--- config.mk ---
export PLATFORM = sky130hd
export DESIGN_NAME = sysid_timeout_ctr
export DESIGN_NICKNAME = d
export VERILOG_FILES = /design/src/rtl/sysid_pkg.sv /design/src/rtl/sysid_timeout_ctr.sv
export SDC_FILE = /design/constraint.sdc
export NUM_CORES = 1
export LEC_CHECK = 0
export ABC_AREA = 1
export CAP_MARGIN = 5
export CORE_MARGIN = 4
export CORE_UTILIZATION = 46
export CTS_BUF_LIST = sky130_fd_sc_hd__clkbuf_2 sky130_fd_sc_hd__clkbuf_4 sky130_fd_sc_hd__clkbuf_8
export DETAILED_ROUTE_END_ITERATION = 8
export PLACE_DENSITY_LB_ADDON = 0.3
export RECOVER_POWER = 50
export SYNTH_ARGS = -nofsm -noshare
export SYNTH_HDL_FRONTEND = slang
export SYNTH_SLANG_ARGS = --single-unit
--- constraint.sdc ---
create_clock -name clk -period 1.2 [get_ports clk]
set_input_delay 0.18 -clock clk [delete_from_list [all_inputs] [get_ports clk]]
set_output_delay 0.18 -clock clk [all_outputs]
set_load 0.005 [all_outputs]
--- src/rtl/sysid_pkg.sv ---
// Shared definitions for the system-ID checker: FSM encoding, default
// expected words and the Avalon word addresses of the ID slave.
package sysid_pkg;

  typedef enum logic [2:0] {
    ST_IDLE  = 3'd0,
    ST_RD_ID = 3'd1,
    ST_RD_TS = 3'd2,
    ST_CMP   = 3'd3,
    ST_FIN   = 3'd4
  } state_t;

  localparam logic [31:0] DEFAULT_EXPECTED_ID = 32'h6B4AC772;
  localparam logic [31:0] DEFAULT_EXPECTED_TS = 32'h4DFA7339;

  localparam logic ADDR_ID = 1'b0;
  localparam logic ADDR_TS = 1'b1;

  // Counter width able to hold the limit value itself; never below one bit.
  function automatic int ctr_width(input int limit);
    return (limit < 1) ? 1 : $clog2(limit + 1);
  endfunction

endpackage

--- src/rtl/sysid_timeout_ctr.sv ---
// Stall counter for one Avalon read: counts stalled cycles and flags when the
// count sits at a nonzero limit. A zero limit never expires.
module sysid_timeout_ctr
  import sysid_pkg::*;
#(
  parameter int W = 8
) (
  input  logic         clk,
  input  logic         reset,
  input  logic         clear,
  input  logic         enable,
  input  logic [W-1:0] limit,
  output logic         expired
);

  logic [W-1:0] count;

  assign expired = (limit != '0) && (count == limit);

  // Clear wins over enable; the count saturates at the limit.
  always_ff @(posedge clk) begin
    if (reset || clear) begin
      count <= '0;
    end else if (enable && !expired) begin
      count <= count + 1'b1;
    end
  end

endmodule

==> results of run 1 <==
## worst register-to-register path: stages (launching register included)
cell	delay (ns)
dfxtp_2	0.36
buf_4	0.13
nand2_1	0.09
nor3_2	0.22
nand2_1	0.10
nor2_1	0.13
nand3_1	0.09
nand2_1	0.06
nor2_1	0.03
## metrics by stage
| stage | setup TNS, ns | std cells | total power [mW] |
|---|---|---|---|
| 6_report | -0.811 | 146 | 0.586 |
| 3_5_place_dp | -4.15 | 142 | 0.390 |
| 5_1_grt | -1.79 | 146 | 0.625 |
| 2_1_floorplan | 0 | 102 | 0.327 |
| 3_3_place_gp | -3.76 | 142 | 0.386 |
| 4_1_cts | -0.769 | 145 | 0.586 |
## worst paths after layout
path                                  to  slack, ns  depth (start not counted)
worst max-delay path             expired      -0.14                          6
worst min-delay path            count[4]       0.59                          3
worst max register to register  count[7]      -0.12                          8
worst min register to register  count[4]       0.59                          3
## layer usage
metal  share of wire [%]  up-vias  global-route usage, %
li1                    -      378                      -
met1                  47      291                   22.1
met2                  46       18                   27.9
met3                 6.4        2                   6.91
met4                0.68        0                   5.42
met5                   0        -                      0
## cell type report
cell class / instances / area (um2)
tap: 14 / 17.5
timing repair buffer: 28 / 239
inverter: 16 / 60.1
sequential: 8 / 169
clock buffer: 3 / 22.5
multi-input combinational: 77 / 409
fill: 87 / 254
## timing repair
action,in CTS,in global routing
setup endpoints to repair,9,9
buffers inserted,0,1
hold buffers,0,0
pin swaps,5,3
cloned,0,0
gates resized for setup,16,11
## power by group
group	internal [mW]	total (mW)	switching (mW)
combinational	0.0572	0.112	0.0544
sequential	0.270	0.272	0.00263
clock	0.114	0.203	0.0885
total	0.441	0.586	0.145
## kinds of logic (layout without fill, tap and decap cells)
group,count (synthesis),after routing
adders and majority gates,1,1
xor gates and xnor gates,3,3
buffers and inverters,17,47
DFF,8,8
and+or+nand+nor,65,65
AOI/OAI and AO/OA,8,8
## synth_stat cells (2+ instances only)
library cell | count | area, um2
nand3_1 | 6 | 30.0
nand2_1 | 35 | 131
nor2_2 | 2 | 12.5
a21oi_1 | 8 | 40.0
nor2_1 | 16 | 60.1
inv_2 | 2 | 7.51
inv_1 | 14 | 52.6
xnor2_1 | 3 | 26.3
dfxtp_1 | 8 | 160
==> out/summary.txt, run 1 <==
Worst EP arrival - 1.16 ns
Period utilization - 112%
Vias - 689
GR Util All Layers - 17.7%
Initial antenna violation count - 0
GRT overflow - 0
Avg Inst Size Synth - 5.97 um2
Skew-Pair Late Insertion Delay - 0.25 ns
FP Rows - 12
Status - finished, violations left
Yosys warns - 0
WL/cell - 10.1 um
FF-to-FF Start - count[2]
EDFF count, synth - 0
Root Driver - clkbuf_4
Syn Nets - 115
Worst slew pin tran - 0.209 ns
Inserted Clock Buffers - 3
Worst Setup End Kind - output pin
Delay-heaviest family, CP - flip-flops
Core ar. - 1170 um2
Die area - 1970 um2
Library cells used by synthesis - 17
Initial Utilization - 52.0%
Most frequent cells in the layout - nand2_1, nor2_1, buf_4, inv_1, dlygate4sd2_1
RSZ-0062 raised after global routing - true
Post-DP Area - 852 um2
Fin worst setup slack - -0.144 ns
Final setup viols - 9
Worst setup SP type - flip-flop
Largest net degree at the start of global routing - 17
Max clock buf depth - 2
Nets - 147
Main synth FF type - dfxtp_1
Area share of and/or/nand/nor cells after synthesis - 49.1%
Peak supply drop - 619 uV
Die X - 44.4 um
Layout Utilization - 78.3%
Buf+Inv Stages, Crit Path - 2
Delay of the slowest cell on the worst path - 0.36 ns
Final wirelength - 1.48 mm
Skew final - 0.00157 ns
Hold_sp - count[4]
GPL Wtd Cong - 0.847
Leading cell type in the layout, fill and taps excluded - nand2_1
Max cap viols - 0
Most flops, register - count
Seq/Total Area, Yosys - 26.3%
Worst hold slack - 0.590 ns
Syn Std Cell Area - 609 um2
Yosys reg bits - 8
Vias in the first global route - 585
Fmax - 744 MHz
Slew Limit Fails - 0
Number of remaining DRC errors - 0
Area Growth Syn to Fin - 50.5%
Crit path max fanout - 2
Port bufs - 12
Die Ht - 44.4 um
Beginning of the critical path - count[2]
Worst path slowest cell - dfxtp_2
Post-synthesis mux area share - 0%
Antenna Diode Count - 0
DR pass1 iterations - 4
CTS tree - done
Layout cells sized above 1 - 31.8%
Routed Antenna Nets - 0
CTS clk-pin slew, worst paths - 0.05 ns
Slew margin rel. - 86.0%
Final Hold Viols - 0
Max FFs per register - 8
Regs by FF count - count x8
Post-Synthesis Cells - 102
Final min period - 1.34 ns
Crit path kind - reg -> out
Critical path required time - 1.02 ns
Crit-path cells - xnor2_2 > nand2_1 > nor2_2 > nand3_4 > inv_2 > buf_6
CTS Sinks - 8
Hold Crit Class - reg -> reg
Leak pwr - 0.431 nW
Vias/cell - 4.72
Cell area after layout - 917 um2
Htree depth - 1
Failing checks - setup timing
Power Density - 639 nW/um2
XOR/XNOR share of the synthesized area - 4.31%
IO Pins - 13
Post-synthesis compound-gate area fraction - 6.57%
Post-DP HPWL - 1.07 mm
Initial detailed-routing violation count - 15
First-pass GRT wire length - 2.54 mm
Main combinational cell family by area after synthesis - simple AND/OR/NAND/NOR gates
Asr flop ratio synth - 0%
Adder-cell share of the synthesized area - 2.05%
DP Worst Slack - -0.654 ns
(Power assumes the default switching activity.)
==> run 2: changes to the inputs <==
--- a/config.mk
+++ b/config.mk
@@ -7,9 +7,13 @@
 export LEC_CHECK = 0
 export ABC_AREA = 1
 export CAP_MARGIN = 5
+export CELL_PAD_IN_SITES_DETAIL_PLACEMENT = 1
+export CELL_PAD_IN_SITES_GLOBAL_PLACEMENT = 2
+export CORE_ASPECT_RATIO = 0.6
 export CORE_MARGIN = 4
-export CORE_UTILIZATION = 46
+export CORE_UTILIZATION = 23
 export CTS_BUF_LIST = sky130_fd_sc_hd__clkbuf_2 sky130_fd_sc_hd__clkbuf_4 sky130_fd_sc_hd__clkbuf_8
+export CTS_CLUSTER_DIAMETER = 60
 export DETAILED_ROUTE_END_ITERATION = 8
 export PLACE_DENSITY_LB_ADDON = 0.3
 export RECOVER_POWER = 50
==> out/summary.txt, run 2 (synthesis gave the netlist of run 1 again) <==
Hold Crit Class - reg -> reg
Die area - 3560 um2 (+81%)
Largest net degree at the start of global routing - 17 (unchanged)
Initial antenna violation count - 0 (unchanged)
Skew-Pair Late Insertion Delay - 0.23 ns (-0.02 ns)
Hold endpoint - count[5]
Post-DP HPWL - 1.58 mm (+47%)
RSZ-0062 raised after global routing - true
Core ar. - 2520 um2 (+120%)
Hold_sp - count[5]
GRT overflow - 0 (unchanged)
Failing checks - setup timing
Initial detailed-routing violation count - 8 (-7)
Final wirelength - 2.15 mm (+46%)
Area Growth Syn to Fin - 61.8%
Antenna Diode Count - 0 (unchanged)
FP Rows - 14 (+2)
Critical path required time - 1.32 ns (+0.30 ns)
Initial Utilization - 24.2% (-28 points)
WL/cell - 13.2 um (+31%)
IO Pins - 13 (unchanged)
Fin worst setup slack - -0.174 ns (-0.0295 ns)
Vias - 694 (+0.73%)
Fmax - 728 MHz (-2.1%)
Number of remaining DRC errors - 0 (unchanged)
Skew final - 0.000433 ns (-0.00114 ns)
Worst setup SP type - flip-flop
Slew Limit Fails - 0 (unchanged)
Final setup viols - 9 (unchanged)
Slew margin rel. - 85.1% (-0.88 points)
Beginning of the critical path - count[4]
Die Ht - 47.9 um (+7.8%)
Worst slew pin tran - 0.222 ns (+0.0130 ns)
Final Hold Viols - 0 (unchanged)
CTS clk-pin slew, worst paths - 0.04 ns (about the same)
Routed Antenna Nets - 0 (unchanged)
DP Worst Slack - -0.667 ns (-0.0128 ns)
Port bufs - 12 (unchanged)
Max FFs per register - 8 (unchanged)
Worst hold slack - 0.592 ns (+0.00207 ns)
Max clock buf depth - 2 (unchanged)
Status - finished, violations left
Fin cells - 163 (+12%)
DR pass1 iterations - 3 (-1)
Most frequent cells in the layout - nand2_1, nor2_1, buf_4, inv_1, dlygate4sd2_1
Die X - 74.5 um (+68%)
Power Density - 734 nW/um2 (+15%)
Worst EP arrival - 1.49 ns (+0.33 ns)
R2R Path End - count[7]
GPL Wtd Cong - 0.816 (-3.7%)
Hold Path Depth - 3 (unchanged)
Setup_tns - -0.794 ns (+0.0171 ns)
Period utilization - 114% (+2.5 points)
GR Util All Layers - 13.2% (-4.5 points)
Final min period - 1.37 ns (+0.0295 ns)
Max cap viols - 0 (unchanged)
Regs by FF count - count x8
Cells after DPL - 159 (+12%)
Leak pwr - 0.476 nW (+10%)
Design Power - 0.724 mW (+23%)
Most flops, register - count
Vias in the first global route - 749 (+28%)
Htree depth - 1 (unchanged)
Crit path max fanout - 3 (+1)
Crit path kind - reg -> reg
CTS Sinks - 8 (unchanged)
Peak supply drop - 590 uV (-4.6%)
FF-to-FF Start - count[4]
CTS tree - done
Reg2Reg Depth - 8 (unchanged)
Leading cell type in the layout, fill and taps excluded - nand2_1
Worst R2R Setup Slack - -0.17 ns (-0.05 ns)
Inserted Clock Buffers - 3 (unchanged)
Worst Setup End Kind - flip-flop
Nets - 146 (-0.68%)
Root Driver - clkbuf_8
Layout cells sized above 1 - 35.9% (+4.1 points)
Vias/cell - 4.26 (-9.8%)
First-pass GRT wire length - 3.33 mm (+31%)
-- run 2: layout make-up --
type                            count  area (um2)
Clock buffer                        3        41.3
Fill cell                         324        1540
Inverter                           16        60.1
Multi-Input combinational cell     77         437
Sequential cell                     8         173
Tap cell                           32        40.0
Timing Repair Buffer               27         235
-- run 2: what timing repair did --
action	CTS	global route
pin swaps	7	6
endpoints found under the setup margin	9	9
hold buffers	0	0
buffers inserted	1	0
gates resized for setup	26	11
-- run 2: per-stage QoR --
stage          area (um2)  util [%]
6_report              986      39.1
2_1_floorplan         613         -
3_3_place_gp          867      34.4
4_1_cts               953      37.8
3_5_place_dp          867      34.4
5_1_grt               986      39.1
-- run 2: power by group --
part,total (mW),internal (mW),switching (mW)
Clock,0.333,0.218,0.115
Combinational,0.119,0.0603,0.0588
Sequential,0.272,0.268,0.00345
-- run 2: routing by layer --
layer	global-route usage, %	up-vias	wire length, um
li1	-	371	-
met1	14.9	305	1040
met2	24.1	14	972
met3	4.40	4	105
met4	4.61	0	40
met5	0	-	0
-- run 2: how the worst max path moves through the flow --
| stage | slack [ns] | endpoint |
|---|---|---|
| 2_1_floorplan | 0.0006 | count[3] |
| 3_3_place_gp | -0.65 | expired |
| 3_5_place_dp | -0.67 | expired |
| 4_1_cts | -0.18 | expired |
| 5_1_grt | -0.25 | count[7] |
| 6_report | -0.17 | count[7] |
-- run 2: critical path, stage by stage, from the launching register on --
cell and delay, ns:
dfxtp_2 0.36, buf_4 0.12, nand2_1 0.07, nor3_2 0.22
nand2_1 0.11, nor2_2 0.17, nand3_1 0.10, nand2_1 0.06
nor2_1 0.05
